## src/rtl/irq_ctrl_pkg.sv

```systemverilog
// Shared definitions for the interrupt controller: register offsets, FSM states
// and small priority helpers.
package irq_ctrl_pkg;

    localparam int N_SRC_MAX = 5;

    localparam logic [2:0] IRQ_PEND  = 3'd0;
    localparam logic [2:0] IRQ_MASK  = 3'd1;
    localparam logic [2:0] IRQ_MODE  = 3'd2;
    localparam logic [2:0] IRQ_CLAIM = 3'd3;
    localparam logic [2:0] IRQ_RAW   = 3'd4;

    typedef enum logic [1:0] {
        ST_IDLE    = 2'd0,
        ST_ASSERT  = 2'd1,
        ST_SERVICE = 2'd2,
        ST_DRAIN   = 2'd3
    } irq_state_e;

    // Lowest set index wins; scanning downwards lets the lowest overwrite last.
    function automatic logic [2:0] lowest_set(input logic [N_SRC_MAX-1:0] v);
        logic [2:0] idx;
        idx = 3'd0;
        for (int i = N_SRC_MAX - 1; i >= 0; i--) begin
            if (v[i]) begin
                idx = 3'(i);
            end
        end
        return idx;
    endfunction

    function automatic logic [N_SRC_MAX-1:0] onehot(input logic [2:0] id);
        return 5'd1 << id;
    endfunction

endpackage

```

## src/rtl/irq_sync.sv

```systemverilog
// Multi-flop synchroniser for one raw request line, with a rising-edge strobe
// on the synchronised output.
module irq_sync #(
    parameter int SYNC_STAGES = 2
) (
    input  logic clk,
    input  logic rst,
    input  logic raw,
    output logic sync,
    output logic rise
);

    logic [SYNC_STAGES-1:0] chain_r;
    logic                   prev_r;

    // Shift the raw line through the chain and remember last cycle's synchronised value.
    always_ff @(posedge clk or posedge rst) begin
        if (rst) begin
            chain_r <= '0;
            prev_r  <= 1'b0;
        end else begin
            chain_r <= {chain_r[SYNC_STAGES-2:0], raw};
            prev_r  <= chain_r[SYNC_STAGES-1];
        end
    end

    assign sync = chain_r[SYNC_STAGES-1];
    assign rise = sync & ~prev_r;

endmodule

```

## src/rtl/irq_ctrl.sv

```systemverilog
// Interrupt controller: synchronises peripheral requests, latches them as pending,
// masks them and presents a single lowest-index winner to the CPU INT input.
module irq_ctrl
    import irq_ctrl_pkg::*;
#(
    parameter int N_SRC       = 5,
    parameter int SYNC_STAGES = 2
) (
    input  logic             clk,
    input  logic             rst,
    input  logic [N_SRC-1:0] irq_raw,
    input  logic             exl,
    input  logic             we,
    input  logic [2:0]       addr,
    input  logic [31:0]      wd,
    output logic [31:0]      rd,
    output logic [4:0]       int_out,
    output logic [2:0]       claim_id
);

    localparam logic [N_SRC_MAX-1:0] SRC_MASK = 5'((32'd1 << N_SRC) - 32'd1);

    logic [N_SRC_MAX-1:0] sync_s;
    logic [N_SRC_MAX-1:0] rise_s;
    logic [N_SRC_MAX-1:0] pend_r;
    logic [N_SRC_MAX-1:0] mask_r;
    logic [N_SRC_MAX-1:0] mode_r;
    logic [N_SRC_MAX-1:0] pend_next_s;
    logic [N_SRC_MAX-1:0] elig_s;
    logic [2:0]           win_s;
    logic                 claim_elig_s;
    logic                 wr_pend_s;
    logic                 wr_mask_s;
    logic                 wr_mode_s;
    logic                 wd_unused_s;

    irq_state_e           state_r;
    irq_state_e           state_next_s;
    logic [N_SRC_MAX-1:0] int_r;
    logic [N_SRC_MAX-1:0] int_next_s;
    logic [2:0]           claim_r;
    logic [2:0]           claim_next_s;

    for (genvar g = 0; g < N_SRC_MAX; g++) begin : g_src
        if (g < N_SRC) begin : g_used
            irq_sync #(.SYNC_STAGES(SYNC_STAGES)) u_sync (
                .clk  (clk),
                .rst  (rst),
                .raw  (irq_raw[g]),
                .sync (sync_s[g]),
                .rise (rise_s[g])
            );
        end else begin : g_tied
            assign sync_s[g] = 1'b0;
            assign rise_s[g] = 1'b0;
        end
    end

    assign wr_pend_s   = we && (addr == IRQ_PEND);
    assign wr_mask_s   = we && (addr == IRQ_MASK);
    assign wr_mode_s   = we && (addr == IRQ_MODE);
    assign wd_unused_s = ^wd[31:N_SRC_MAX];

    // Per-source pending update; in edge mode a new edge beats a same-cycle W1C.
    always_comb begin
        pend_next_s = 5'd0;
        for (int i = 0; i < N_SRC; i++) begin
            if (mode_r[i]) begin
                if (rise_s[i]) begin
                    pend_next_s[i] = 1'b1;
                end else if (wr_pend_s && wd[i]) begin
                    pend_next_s[i] = 1'b0;
                end else begin
                    pend_next_s[i] = pend_r[i];
                end
            end else begin
                pend_next_s[i] = sync_s[i];
            end
        end
    end

    // Software-visible pending, mask and mode registers.
    always_ff @(posedge clk or posedge rst) begin
        if (rst) begin
            pend_r <= 5'd0;
            mask_r <= 5'd0;
            mode_r <= 5'd0;
        end else begin
            pend_r <= pend_next_s;
            mask_r <= wr_mask_s ? (wd[N_SRC_MAX-1:0] & SRC_MASK) : mask_r;
            mode_r <= wr_mode_s ? (wd[N_SRC_MAX-1:0] & SRC_MASK) : mode_r;
        end
    end

    assign elig_s       = pend_r & mask_r;
    assign win_s        = lowest_set(elig_s);
    assign claim_elig_s = elig_s[claim_r];

    // Next-state logic; the winner is only chosen from IDLE, so no preemption.
    always_comb begin
        state_next_s = state_r;
        int_next_s   = int_r;
        claim_next_s = claim_r;
        case (state_r)
            ST_IDLE: begin
                if (elig_s != 5'd0) begin
                    state_next_s = ST_ASSERT;
                    claim_next_s = win_s;
                    int_next_s   = onehot(win_s);
                end else begin
                    int_next_s   = 5'd0;
                end
            end
            ST_ASSERT: begin
                if (!claim_elig_s) begin
                    state_next_s = ST_IDLE;
                    int_next_s   = 5'd0;
                end else if (exl) begin
                    state_next_s = ST_SERVICE;
                end else begin
                    state_next_s = ST_ASSERT;
                end
            end
            ST_SERVICE: begin
                if (!claim_elig_s) begin
                    state_next_s = ST_DRAIN;
                    int_next_s   = 5'd0;
                end else begin
                    state_next_s = ST_SERVICE;
                end
            end
            ST_DRAIN: begin
                int_next_s = 5'd0;
                if (!exl) begin
                    state_next_s = ST_IDLE;
                end else begin
                    state_next_s = ST_DRAIN;
                end
            end
            default: begin
                state_next_s = ST_IDLE;
                int_next_s   = 5'd0;
            end
        endcase
    end

    // FSM state, registered INT vector and latched claim id.
    always_ff @(posedge clk or posedge rst) begin
        if (rst) begin
            state_r <= ST_IDLE;
            int_r   <= 5'd0;
            claim_r <= 3'd0;
        end else begin
            state_r <= state_next_s;
            int_r   <= int_next_s;
            claim_r <= claim_next_s;
        end
    end

    assign int_out  = int_r;
    assign claim_id = claim_r;

    // Single-cycle read port.
    always_comb begin
        case (addr)
            IRQ_PEND:  rd = {27'd0, pend_r};
            IRQ_MASK:  rd = {27'd0, mask_r};
            IRQ_MODE:  rd = {27'd0, mode_r};
            IRQ_CLAIM: rd = {(state_r != ST_IDLE), 28'd0, claim_r};
            IRQ_RAW:   rd = {27'd0, sync_s};
            default:   rd = 32'd0;
        endcase
    end

endmodule

```

## config.mk

```make
export PLATFORM = sky130hd
export DESIGN_NAME = irq_ctrl
export DESIGN_NICKNAME = d
export VERILOG_FILES = /design/src/rtl/irq_ctrl_pkg.sv /design/src/rtl/irq_sync.sv /design/src/rtl/irq_ctrl.sv
export SDC_FILE = /design/constraint.sdc
export NUM_CORES = 1
export LEC_CHECK = 0
export CORE_MARGIN = 2
export CORE_UTILIZATION = 38
export CTS_CLUSTER_SIZE = 25
export DETAILED_ROUTE_END_ITERATION = 10
export PLACE_DENSITY = 0.79
export SLEW_MARGIN = 20
export SYNTH_ARGS = -nofsm -noshare
export SYNTH_HDL_FRONTEND = slang
export SYNTH_HIERARCHICAL = 1
export SYNTH_SLANG_ARGS = --single-unit
```

## constraint.sdc

```tcl
create_clock -name clk -period 1.75 [get_ports clk]
set_input_delay 0.35 -clock clk [delete_from_list [all_inputs] [get_ports clk]]
set_output_delay 0.35 -clock clk [all_outputs]
set_load 0.02 [all_outputs]
```

* Word-level counts from Yosys, hierarchy flattened *
Cells that the tools add are included.

operators by class
  magnitude comparators = 1
  shift-type cells = 1
  equal/unequal tests = 14
  reduce and logical (&&, ||, !) cells = 14
  mux-type cells = 32
  bitwise operators = 11

operators with widths
  cell                 number
  $pmux 32 s5          1
  $mux 1               17
  $mux 3               5
  $ne 3x1->1 const B   5
  $pmux 5 s3           1
  $mux 5               2
  $logic_and 1x1->1    8
  $mux 2               4
  $pmux 2 s4           1
  $eq 3x2->1 const B   2
  $and 1x1->1          5
  $and 5x5->5          1
  $not 1->1            5
  $reduce_bool 5->1    1
  $shl 1x3->5 const A  1
  $eq 2x2->1 const B   2
  $lt 3x4->1 const B   1
  $ne 2x2->1 const B   2
  $bmux 1 s3           1
  $eq 3x1->1 const B   1
  $eq 3x3->1 const B   1
  $logic_not 3->1      1
  $eq 2x1->1 const B   1
  $logic_not 2->1      1
  other kinds (3)      3

storage, ports and cells
  register bits after elaboration = 40
  word-level logic and storage cells = 93
  bits of input ports = 44
  output and inout bits = 40

* Longest topological paths before layout *
  depth in word-level cells = 9
  depth in mapped cells = 6
  depth with buffers taken out = 6

* Hierarchy *
Netlist, hierarchy kept.

by module, submodules not included
  module    cells an instance  area an instance (µm²)  times used  sequential area each (µm²)
  irq_ctrl  179                1726.7                  1           625.6
  irq_sync  5                  92.6                    5           75.1

* Worst setup path after synthesis *
OpenSTA, ideal clock, no wires.

  kind = input-to-output
  from = input addr[2]
  to = output rd[0]
  path buffers = 1
  setup slack = 0.060 ns
  data required time = 1.400 ns
  arrival time = 1.340 ns
  stages = 4
  cells stage by stage = clkbuf_1 > nor2b_1 > a22oi_1 > o22ai_1

between the ends
  cells in the longest elaborated chain, start to end = 2
  elaborated cells between the ends (all ways) = 6
  those cells by class = 4 x eq/ne; 1 x mux; 1 x reduce/logical

ends and longest elaborated chain
  element                             line             text
  from (decl)                         irq_ctrl.sv:14   input logic [2:0] addr,
  $eq 3x3->1 (tied with other cells)  irq_ctrl.sv:165  case (addr)
  $pmux 32 s5 *                       irq_ctrl.sv:165
  to (decl)                           irq_ctrl.sv:16   output logic [31:0] rd,

Mark *: on every way between the ends. The rest lies on a longest branch, timed or not.

* Worst setup path in the final report *
  from = register mode_r[2]
  to = output rd[2]

between the ends
  cells in the longest elaborated chain, start to end = 1

ends and longest elaborated chain
  element                 line             text
  from (decl)             irq_ctrl.sv:27   logic [N_SRC_MAX-1:0] mode_r;
  from (signal assigned)  irq_ctrl.sv:91   mode_r <= wr_mode_s ? (wd[N_SRC_MAX-1:0] & SRC_MASK) : mode_r;
  $pmux 32 s5             irq_ctrl.sv:165

No other way between the ends.

==> qor.csv <==
metric,value,unit
outcome,completed,
Tcrit/Tclk final,99.46,%
"flops & latches, synth",40,
Critical Path Start Type,flip-flop,
Avg WL per Cell,13.16,µm
cell taking the most area after synthesis,dfrtp_1,
clock root buffer,clkbuf_8,
via count,1659,
post-layout instance area,2849,µm²
GRT Total Usage,14.93,%
Port Buf Inserts,30,
switching part of the total,36.11,%
ranking of synthesized cells by area,"dfrtp_1, mux2_2, buf_4",
nets,321,
vias in the first global route,1551,
met3 WL,238,µm
sequential fraction of the synthesis area,45.71,%
gr ovfl total,0,
detailed-route DRC error count,0,
min cycle time layout,1.741,ns
die footprint,6386,µm²
PnR Total Power,3.441,mW
CP arrival,1.39,ns
ys async rst share,100.0,%
first-pass GRT wire length,7.224,mm
WL met2,2.230,mm
Die X-Extent,79.91,µm
RSZ-0062 raised after global routing,yes,
clock latency on the worst-skew pair,0.30,ns
sequential power share,35.6,%
Setup CP Type,flip-flop to primary output,
clock slew at reported path FFs,0.07,ns
Peak Freq,574.5,MHz
# rows,27,
maximum root-to-sink buffer count,2,
htree depth,2,
final WL,4.555,mm
Combinational Power Share,45.9,%
Syn Area/Cell,10.73,µm²
area share of the largest cell type after synthesis,45.71,%
Final Hold Vio Count,0,
share of layout cells above drive strength 1,34.31,%
leakage,1.307,nW
CP Data Required Time,1.40,ns
TritonCTS clock tree,done,
Metal-1 WL,2.004,mm
warnings from Yosys,6,
Detail Route Antenna Nets,0,
largest net degree at the start of global routing,26,
top_reg_cell synth,dfrtp_1,
Pins Over Slew Limit,0,
max_cap viols,0,
Post-CTS Hold Fix Bufs,0,
Commonest cells post-synth,"dfrtp_1, buf_4, mux2_2",
peak supply drop,0.0006296,V
Internal Pwr Total,2.198,mW
DP HPWL,3.529,mm
Psw,1.243,mW
top-count cell post-synth,dfrtp_1,
Pwr Density,1208,nW/µm²
Syn Std Cell Area,2190,µm²
total core area,5540,µm²
CTS buffer count,5,
# setup viols final,0,
dpl cell area,2736,µm²
die height,79.91,µm
filler cell count,500,
min-delay worst type,flip-flop to flip-flop,
Layout Skew,0.002864,ns
synth unique cells,41,
initial core utilization,39.52,%
Setup Buffers After CTS,0,
antenna violations before repair,0,
fin util,51.42,%
top routing layer used,met4,
DR iter-0 viols,44,
Clock power frac,18.5,%
number of flops mapped to enable cells by yosys,0,
Syn Inst Count,204,
Layout area overhead,30.11,%
GPL Wtd Cong,0.8755,
worst-path maximum fanout,4,
clock tree sinks,40,
kind of end point of the critical path,primary output,
# diodes,0,
drt first pass iters,4,
Vias/cell,4.795,
# IOs,84,
==> critical path, cell delays in order (launching register included) <==
cell and delay [ns]:
dfrtp_1 0.42, mux2_2 0.28, a22oi_2 0.14, o22ai_2 0.11
buf_6 0.14
==> kinds of logic (layout without fill, tap and decap cells) <==
group | Yosys count | count (layout) | share of synthesized area (%)
muxes | 20 | 20 | 10.74
DFF | 40 | 40 | 45.71
other | 1 | 26 | 0.1713
AOI/OAI and AO/OA | 42 | 42 | 13.60
and+or+nand+nor | 56 | 56 | 15.94
buffers and inverters | 41 | 86 | 11.54
adders and majority gates | 4 | 4 | 2.286
==> final timing paths <==
path / startpoint / slack, ns / cells past startpoint / endpoint
worst min register to register: g_src[2].g_used.u_sync/chain_r[0] / 0.35 / 0 / g_src[2].g_used.u_sync/chain_r[1]
max in group asynchronous: rst / 0.95 / 3 / int_out[2]
min in group asynchronous: rst / 0.36 / 2 / g_src[1].g_used.u_sync/chain_r[0]
worst min-delay path: g_src[2].g_used.u_sync/chain_r[0] / 0.35 / 0 / g_src[2].g_used.u_sync/chain_r[1]
worst max register to register: pend_r[3] / 0.09 / 5 / state_r[0]
worst max-delay path: mode_r[2] / 0.009 / 4 / rd[2]
==> timing repair <==
| action | 4_1_cts | 5_1_grt |
|---|---|---|
| pin swaps | 4 | 5 |
| gates cloned | 0 | 0 |
| hold endpoints to repair | 0 | 0 |
| resized for setup | 42 | 15 |
| endpoints found under the setup margin | 9 | 5 |
==> layout by cell type (no fill, tap or decap), types with 2 or more instances in the layout <==
cell and n:
a211oi_2 2, mux2_2 18, nand3_1 5, nor2_1 12
dlygate4sd2_1 3, conb_1 26, clkbuf_8 6, o22ai_1 2
clkdlybuf4s50_1 18, ha_1 4, a31oi_1 2, buf_6 3
o211ai_1 2, buf_4 36, buf_2 5, nand2_1 14
nand2b_1 2, a21oi_1 15, nor2b_2 2, a22oi_2 3
a22oi_1 5, and4bb_2 2, nand3b_1 2, inv_1 12
dfrtp_1 40, o22ai_2 2, and2_1 3, nor2b_4 5
==> stage by stage <==
stage | setup TNS [ns] | instances | setup WS [ns] | hold slack [ns]
after floorplan | 0 | 229 | 0.05972 | 0.1036
after global placement | -6.273 | 338 | -0.8567 | 0.3333
after detailed placement | -6.723 | 338 | -0.9126 | 0.3385
after CTS | -0.01412 | 346 | -0.01412 | 0.3557
after global routing | -0.1126 | 346 | -0.06418 | 0.3583
final | 0 | 346 | 0.009498 | 0.3519
==> final cells by class <==
cell class / count / area [µm²] / area share [%]
Clock inverter: 1 / 7.507 / 0.2635
Tap cell: 72 / 90.09 / 3.162
Sequential cell: 40 / 1001 / 35.13
Multi-Input combinational cell: 148 / 1079 / 37.86
Timing Repair Buffer: 66 / 540.5 / 18.97
Inverter: 12 / 45.04 / 1.581
Clock buffer: 7 / 86.33 / 3.030
==> metal layers <==
layer  track usage, %  up-vias
li1                 -      807
met1            18.57      787
met2            24.83       58
met3            3.167        7
met4            6.610        0
met5                0        -
==> sequential cells by signal, summed over array words and instances, names as in the netlist <==
register	cells
int_out	5
mode_r	5
g_src.g_used.u_sync/prev_r	5
mask_r	5
pend_r	5
claim_id	3
g_src.g_used.u_sync/chain_r	10
state_r	2
==> power groups by stage <==
stage | Sequential [mW] | Clock [mW] | Combinational, mW
after floorplan | 1.35 | 0 | 0.835
after global placement | 1.23 | 0 | 1.56
after detailed placement | 1.24 | 0 | 1.59
after CTS | 1.22 | 0.655 | 1.55
after global routing | 1.25 | 0.696 | 1.73
final | 1.23 | 0.636 | 1.58
(Power assumes the default switching activity.)
